==> src/rtl/aeolus_exec_ctrl.sv <==
// Execution controller for the Aeolus core: program load, CPU reset release, run or single-step, result capture.
// Define AEOLUS_CYCLE_COUNT_EN to add the saturating cycleCount output.
module aeolus_exec_ctrl #(
  parameter int ADDR_W       = 4,
  parameter int PROG_LEN     = 16,
  parameter int RESET_CYCLES = 2,
  parameter int MAX_CYCLES   = 330
) (
  input  logic              boardCLK,
  input  logic              reset,
  input  logic              start,
  input  logic              stepMode,
  input  logic              stepReq,
  input  logic              haltReq,
  input  logic              loadValid,
  input  logic [7:0]        loadData,
  output logic              loadReady,
  input  logic [7:0]        cpuOut,
  input  logic              cpuHalted,
  output logic              imemWe,
  output logic [ADDR_W-1:0] imemAddr,
  output logic [7:0]        imemWData,
  output logic              cpuClkEn,
  output logic              cpuReset,
  output logic [7:0]        resultOut,
  output logic              resultValid,
  output logic              busy,
  output logic              timeout
`ifdef AEOLUS_CYCLE_COUNT_EN
  ,
  output logic [15:0]       cycleCount
`endif
);

  typedef enum logic [2:0] {
    ST_IDLE    = 3'd0,
    ST_LOAD    = 3'd1,
    ST_RELEASE = 3'd2,
    ST_RUN     = 3'd3,
    ST_STEP    = 3'd4,
    ST_DONE    = 3'd5
  } state_e;

  // One counter serves both the release window and the run budget.
  localparam int CNT_MAX = (MAX_CYCLES > RESET_CYCLES) ? MAX_CYCLES : RESET_CYCLES;
  localparam int CNT_W   = $clog2(CNT_MAX + 1);

  state_e            state_reg, state_next;
  logic [ADDR_W-1:0] addr_reg, addr_next;
  logic [CNT_W-1:0]  cnt_reg, cnt_next;
  logic              load_ready_reg, load_ready_next;
  logic              cpu_clk_en_reg, cpu_clk_en_next;
  logic              cpu_reset_reg, cpu_reset_next;
  logic [7:0]        result_out_reg, result_out_next;
  logic              result_valid_reg, result_valid_next;
  logic              busy_reg, busy_next;
  logic              timeout_reg, timeout_next;
  logic              step_req_d_reg;

  logic              step_edge;
  logic              load_accept;
  logic              go_load;
  logic              enter_done;

  assign step_edge   = stepReq & ~step_req_d_reg;
  assign load_accept = loadValid & load_ready_reg;
  assign go_load     = start & ((state_reg == ST_IDLE) | (state_reg == ST_DONE));

  assign imemWe    = load_accept;
  assign imemAddr  = addr_reg;
  assign imemWData = loadData;

  always_ff @(posedge boardCLK or negedge reset) begin
    if (!reset) begin
      state_reg        <= ST_IDLE;
      addr_reg         <= '0;
      cnt_reg          <= '0;
      load_ready_reg   <= 1'b0;
      cpu_clk_en_reg   <= 1'b0;
      cpu_reset_reg    <= 1'b1;
      result_out_reg   <= '0;
      result_valid_reg <= 1'b0;
      busy_reg         <= 1'b0;
      timeout_reg      <= 1'b0;
      step_req_d_reg   <= 1'b0;
    end else begin
      state_reg        <= state_next;
      addr_reg         <= addr_next;
      cnt_reg          <= cnt_next;
      load_ready_reg   <= load_ready_next;
      cpu_clk_en_reg   <= cpu_clk_en_next;
      cpu_reset_reg    <= cpu_reset_next;
      result_out_reg   <= result_out_next;
      result_valid_reg <= result_valid_next;
      busy_reg         <= busy_next;
      timeout_reg      <= timeout_next;
      step_req_d_reg   <= stepReq;
    end
  end

  always_comb begin
    state_next        = state_reg;
    addr_next         = addr_reg;
    cnt_next          = cnt_reg;
    load_ready_next   = load_ready_reg;
    cpu_clk_en_next   = cpu_clk_en_reg;
    cpu_reset_next    = cpu_reset_reg;
    result_out_next   = result_out_reg;
    result_valid_next = result_valid_reg;
    busy_next         = busy_reg;
    timeout_next      = timeout_reg;
    enter_done        = 1'b0;

    case (state_reg)
      ST_IDLE, ST_DONE: begin
        if (go_load) begin
          state_next        = ST_LOAD;
          load_ready_next   = 1'b1;
          busy_next         = 1'b1;
          addr_next         = '0;
          cnt_next          = '0;
          cpu_clk_en_next   = 1'b0;
          cpu_reset_next    = 1'b1;
          result_valid_next = 1'b0;
          timeout_next      = 1'b0;
        end
      end

      ST_LOAD: begin
        if (load_accept) begin
          addr_next = addr_reg + 1'b1;
          if (addr_reg == ADDR_W'(PROG_LEN - 1)) begin
            load_ready_next = 1'b0;
            cpu_clk_en_next = 1'b1;
            cnt_next        = '0;
            state_next      = ST_RELEASE;
          end
        end
      end

      ST_RELEASE: begin
        // stepMode is only looked at on the final release cycle.
        if (cnt_reg == CNT_W'(RESET_CYCLES - 1)) begin
          cnt_next       = '0;
          cpu_reset_next = 1'b0;
          if (stepMode) begin
            state_next      = ST_STEP;
            cpu_clk_en_next = 1'b0;
          end else begin
            state_next      = ST_RUN;
            cpu_clk_en_next = 1'b1;
          end
        end else begin
          cnt_next = cnt_reg + 1'b1;
        end
      end

      ST_RUN, ST_STEP: begin
        cpu_clk_en_next = (state_reg == ST_RUN) ? 1'b1 : step_edge;
        if (cpu_clk_en_reg) begin
          cnt_next = cnt_reg + 1'b1;
        end
        // cpuHalted outranks haltReq, which outranks the budget.
        if (cpu_clk_en_reg && cpuHalted) begin
          enter_done   = 1'b1;
          timeout_next = 1'b0;
        end else if (haltReq) begin
          enter_done   = 1'b1;
          timeout_next = 1'b0;
        end else if (cpu_clk_en_reg && (cnt_reg == CNT_W'(MAX_CYCLES - 1))) begin
          enter_done   = 1'b1;
          timeout_next = 1'b1;
        end
        if (enter_done) begin
          state_next        = ST_DONE;
          result_out_next   = cpuOut;
          result_valid_next = 1'b1;
          cpu_clk_en_next   = 1'b0;
          busy_next         = 1'b0;
        end
      end

      default: begin
        state_next      = ST_IDLE;
        load_ready_next = 1'b0;
        cpu_clk_en_next = 1'b0;
        cpu_reset_next  = 1'b1;
        busy_next       = 1'b0;
      end
    endcase
  end

  assign loadReady   = load_ready_reg;
  assign cpuClkEn    = cpu_clk_en_reg;
  assign cpuReset    = cpu_reset_reg;
  assign resultOut   = result_out_reg;
  assign resultValid = result_valid_reg;
  assign busy        = busy_reg;
  assign timeout     = timeout_reg;

`ifdef AEOLUS_CYCLE_COUNT_EN
  logic [31:0] enabled_total;
  logic [15:0] cycle_count_reg;

  // Includes the enabled cycle on which DONE is being entered.
  assign enabled_total = 32'(cnt_reg) + 32'(cpu_clk_en_reg);

  always_ff @(posedge boardCLK or negedge reset) begin
    if (!reset) begin
      cycle_count_reg <= '0;
    end else if (go_load) begin
      cycle_count_reg <= '0;
    end else if (enter_done) begin
      cycle_count_reg <= (enabled_total > 32'h0000_FFFF) ? 16'hFFFF : enabled_total[15:0];
    end
  end

  assign cycleCount = cycle_count_reg;
`endif

endmodule

==> config.mk <==
export PLATFORM = sky130hd
export DESIGN_NAME = aeolus_exec_ctrl
export DESIGN_NICKNAME = d
export VERILOG_FILES = /design/src/rtl/aeolus_exec_ctrl.sv
export SDC_FILE = /design/constraint.sdc
export NUM_CORES = 1
export LEC_CHECK = 0
export ABC_AREA = 1
export BUFFER_PORTS_ARGS = -buffer_cell sky130_fd_sc_hd__buf_4
export CORE_ASPECT_RATIO = 0.6
export CORE_MARGIN = 3
export CORE_UTILIZATION = 47
export DETAILED_ROUTE_END_ITERATION = 16
export PLACE_DENSITY = 0.75
export SYNTH_ARGS = -nofsm -noshare
export SYNTH_HDL_FRONTEND = slang
export SYNTH_SLANG_ARGS = --single-unit
==> constraint.sdc <==
create_clock -name boardCLK -period 1.5 [get_ports boardCLK]
set_clock_uncertainty 0.1 [all_clocks]
set_input_delay 0.075 -clock boardCLK [delete_from_list [all_inputs] [get_ports boardCLK]]
set_output_delay 0.075 -clock boardCLK [all_outputs]
set_load 0.03 [all_outputs]
## Word-level counts from Yosys, hierarchy flattened

Index checks and enable logic that the tools add are counted.

| cells by class | value |
|---|---|
| $add $sub $neg | 2 |
| reduce and logical (&&, ||, !) cells | 21 |
| bitwise logic cells | 8 |
| equality and inequality tests | 15 |
| mux-type cells | 42 |

Operators by type and width:

| operator | count |
|---|---|
| two-way mux 9 bit | 5 |
| case mux 9 bit (4 select lines) | 1 |
| two-way mux 1 bit | 20 |
| two-way mux 3 bit | 6 |
| AND reduction 3 bit | 5 |
| inequality test 2 bit, second input constant | 6 |
| case mux 3 bit (4 select lines) | 1 |
| AND reduction 5 bit | 2 |
| adder 9 x 1 -> 9 bit, second input constant | 1 |
| equality test 9 x 1 -> 1 bit, second input constant | 1 |
| equality test 9 bit, second input constant | 1 |
| case mux 1 bit (3 select lines) | 3 |
| two-way mux 4 bit | 2 |
| case mux 4 bit (2 select lines) | 1 |
| AND reduction 4 bit | 2 |
| equality test 3 x 2 -> 1 bit, second input constant | 2 |
| equality test 3 bit, second input constant | 2 |
| OR reduction 2 bit | 3 |
| OR reduction 3 bit | 2 |
| adder 4 x 1 -> 4 bit, second input constant | 1 |
| equality test 4 bit, second input constant | 1 |
| inequality test 4 bit, second input constant | 1 |
| inverter 1 bit | 4 |
| case mux 1 bit (2 select lines) | 2 |
| 9 further kinds | 13 |

| word-level totals | value |
|---|---|
| bits of input ports | 24 |
| bits in registers | 31 |
| word-level logic and storage cells | 99 |
| output and inout port bits | 27 |

## Depth between registers and ports, before layout

| logic depth | value |
|---|---|
| depth in word-level cells | 8 |
| depth in mapped cells | 11 |
| gate-level depth less buffers | 11 |

## Worst setup path after synthesis

Ideal clock, no wire load.

| path | value |
|---|---|
| path kind | reg2reg |
| from | register load_ready_reg, in the netlist loadReady |
| to | register state_reg[2] |
| data arrival time | 1.468 ns |
| period minus slack after synthesis | 1.685 ns |
| data required time | 1.283 ns |
| path buffers | 0 |
| stages on the path, launching flop included | 10 |
| slack | -0.185 ns |
| setup time | 0.117 ns |
| cell sequence | dfrtp_1 -> nand2_1 -> inv_1 -> nand2_1 -> nand2_1 -> nand2_4 -> inv_1 -> nand3_1 -> nand2_1 -> nand2_1 |

| on the way | value |
|---|---|
| longest elaborated chain between the ends | 3 |

RTL lines:

| item | line | RTL |
|---|---|---|
| start, declared | 51 | `logic load_ready_reg, load_ready_next;` |
| start signal, assigned | 90 | `load_ready_reg <= load_ready_next;` |
| bitwise AND 1 bit | 66 | `assign load_accept = loadValid & load_ready_reg;` |
| via imemWe | 20 | `output logic imemWe,` |
| inequality test 2 bit (no line) | -- |  |
| AND reduction 5 bit (no line) | -- |  |
| end signal, assigned | 87 | `state_reg <= state_next;` |
| end, declared | 48 | `state_e state_reg, state_next;` |

The timed path passes the listed nets, and every way through them passes these cells.
A chain may end at the register's enable or synchronous reset.

## Worst setup path after layout

| path | value |
|---|---|
| from | register state_reg[1] |
| to | register cnt_reg[1] |

| on the way | value |
|---|---|
| longest elaborated chain between the ends | 5 |
| elaborated cells between the ends (all ways) | 17 |
| those cells by class | 9 x eq/ne; 1 x mux; 2 x bitwise; 5 x reduce/logical |

RTL lines:

| item | line | RTL |
|---|---|---|
| equality test 3 bit or logical NOT 3 bit (tied branches) | 67, 114 |  |
| bitwise OR 1 bit | 67 | `assign go_load = start & ((state_reg == ST_IDLE) \| (state_reg == ST_DONE));` |
| bitwise AND 1 bit | 67 |  |
| inequality test 2 bit (no line) | -- |  |
| AND reduction 5 bit (no line) | -- |  |
| end signal, assigned | 89 | `cnt_reg <= cnt_next;` |
| end, declared | 50 | `logic [CNT_W-1:0] cnt_reg, cnt_next;` |

Several ways; a longest one is shown, not always the timed one.

==> results.py <==
metrics = {
    "run_status": {
        "status": "finished, violations left",
        "violations": "negative setup slack",
    },
    "clock_tree": {
        "clk_latency_ns": 0.29,
        "clock-root-buffer": "clkbuf_8",
        "clkTransAtPathRegs_ns": 0.07,
        "cts.sinks": 31,
        "cts.htree.levels": 2,
        "cts_tree": "done",
        "cts.path.max_buffers": 2,
        "cts_buffers": 5,
    },
    "synth": {
        "synthMostInstantiatedCell": "nand2_1",
        "synth-edff-count": 0,
        "synthTopCellsByCount": "99 x nand2_1, 31 x nand3_1, 30 x dfrtp_1",
        "yosys.area.top_type": "dfrtp_1",
        "synth_area_per_cell_um2": 7.16,
        "syn_area_mm2": 0.00193,
        "syn_nets": 296,
        "postSynthRegisterBits": 31,
        "yosysUniqueCellTypes": 28,
        "synthTopCellsByArea": "dfrtp_1 39%, nand2_1 19%, nand3_1 8.1%, inv_1 5.6%, buf_4 3.9%",
        "yosys_most_used_dff": "dfrtp_1",
        "yosysWarningCount": 0,
        "ys_seq_area_frac": 0.403,
        "synth-async-reset-ratio": 1.00,
        "syn_inst": 269,
        "yosys.area.top_type_share": 0.390,
    },
    "cells_and_area": {
        "nNetsFinal": 367,
        "antenna_cells": 0,
        "largest_reg_flops": 9,
        "multi_input_area_mm2": 0.00110,
        "drive_above_1_share": 0.411,
        "seqCellArea_um2": 787,
        "fillers": 287,
        "final_cells": 388,
        "synthToLayoutAreaGrowth_pct": 45.8,
    },
    "power": {
        "p_clk_frac": 0.128,
        "p_leak_nw": 1.47,
        "p_int_mw": 3.05,
        "powerDensity_mw_per_mm2": 2060,
        "sw_frac_of_total": 0.474,
        "p_comb_frac": 0.629,
        "peakVddDrop_mv": 1.31,
        "switchingPower_mw": 2.74,
        "p_seq_frac": 0.243,
    },
    "detailed_routing": {
        "ant_nets": 0,
        "wire_per_inst_um": 14.1,
        "drt_iter0_drc": 145,
        "drt_wl_total_um": 5480,
        "vias": 1963,
        "drc": 0,
        "first_pass_iters": 4,
        "via_per_inst": 5.06,
    },
    "critical_path": {
        "critical_path_arrival_ns": 1.67,
        "crit_chain": "inv_2 -> nand3_1 -> nand2_4 -> nand2_4 -> nand2_4 -> nor2_4 -> buf_12 -> nand3_1 -> nand2_1",
        "path_buf_inv": 2,
        "max_stage_delay_ns": 0.48,
        "required_ns": 1.62,
        "cp-end-kind": "register",
        "r2r_setup_slack_ns": -0.04,
        "worst_path_max_delay_cell": "dfrtp_2",
        "cp-start-kind": "register",
        "critPathMaxFanout": 8,
        "cp_common_cell": "nand2_4",
        "crit_family": "simple AND/OR/NAND/NOR gates",
        "setup.worst_path.class": "reg -> reg",
    },
    "sta": {
        "max-slew-margin-rel": 0.728,
        "worst_slew_pin_slew_ns": 0.408,
        "setup_viol": 13,
        "slew_viol_final": 0,
        "layout_setup_ws_ns": -0.0447,
        "rsz0062_at_grt": "true",
        "hold_viol": 0,
        "finalCritPeriodShare": 1.03,
        "hold_ws_ns": 0.0500,
        "finalCriticalPeriod_ns": 1.54,
        "clock.fmax_mhz": 647,
        "timing.setup.tns_ns": -0.327,
    },
    "global_routing": {
        "antenna_found_initial": 0,
        "grt_overflow": 0,
        "grt_max_degree": 32,
        "grt_pass1_wl_um": 8540,
        "grt_util_all_layers": 0.224,
        "grt_pass1_vias": 1807,
    },
    "min_path": {
        "hold_path.class": "in -> out",
    },
    "placed_design": {
        "gp_congestion": 0.876,
        "port_buffers": 34,
        "dp_hpwl_um": 3710,
        "dp_cells": 361,
    },
    "floorplan": {
        "core_mm2": 0.00381,
        "num_rows": 17,
        "ios": 51,
        "die_height_um": 55.6,
        "initial_core_util": 0.506,
        "chipWidth_um": 88.7,
        "die_area_mm2": 0.00493,
    },
    "flow_run": {
        "drv_cap": 0,
    },
}
[layout make-up]
type	instances	share of cell area
flip-flops and latches	31	0.280
repair buffers	80	0.230
well taps	47	0.0209
inverters	30	0.0419
clock inverters	1	0.00267
clock buffers	7	0.0343
multi-input cells	192	0.390
[placed cells by master (no fill, tap or decap), drive strengths merged]
cell type,count
nand2,106
buf,70
nand3,32
dfrtp,30
inv,30
nor2,17
o21ai,12
dlygate4sd3,10
nand4,8
a21oi,7
clkbuf,7
xor2,3
ha,3
nor3,1
nand3b,1
a22oi,1
or2,1
clkinvlp,1
dfstp,1
[worst paths after layout]
check / start / end / cells after the start
setup / recovery: state_reg[1] / cnt_reg[1] / 9
hold / removal: loadData[1] / imemWData[1] / 0
setup reg to reg: state_reg[1] / cnt_reg[1] / 9
hold reg to reg: resultOut[1] / resultOut[1] / 2
max in group asynchronous: reset / cpuReset / 2
min in group asynchronous: reset / step_req_d_reg / 2
[what timing repair did]
item                                    4_1_cts  5_1_grt
gates resized for setup                      24       30
hold endpoints to repair                     40        0
setup buffers                                 6        3
endpoints found under the setup margin       27       29
pin swaps                                    13       12
hold buffers                                 10        0
[stage by stage]
stage               worst slack [ns]  power (mW)  utilization  cell area (µm²)
global route                  -0.127        6.20        0.738             2810
floorplan                     0.0149        3.25            -             1950
global placement             -0.0917        4.38        0.621             2360
detailed placement            -0.141        4.43        0.621             2360
finish                       -0.0447        5.79        0.738             2810
CTS                          -0.0328        5.43        0.705             2680
[per-layer routing]
layer / routed length (µm) / GRT usage / up-vias
met5: 0 / 0 / -
met4: 89 / 0.0754 / 0
met3: 322 / 0.0547 / 11
met2: 2330 / 0.320 / 61
met1: 2740 / 0.328 / 907
li1: - / - / 984
[power groups by stage]
stage	clock network (mW)	registers [mW]	logic (mW)
after CTS	0.749	1.38	3.30
after detailed placement	0	1.37	3.05
after global routing	0.792	1.44	3.96
after floorplan	0	1.73	1.53
final	0.742	1.41	3.64
after global placement	0	1.36	3.01
[cell families (layout without fill, tap and decap cells)]
logic type / after synthesis / count (layout) / share of synthesized area
flops: 31 / 31 / 0.403
xor+xnor: 3 / 3 / 0.0136
fa+ha+maj: 3 / 3 / 0.0195
compound gates: 20 / 20 / 0.0669
buf+inv: 46 / 118 / 0.116
simple gates: 166 / 166 / 0.381
(Power assumes the default switching activity.)
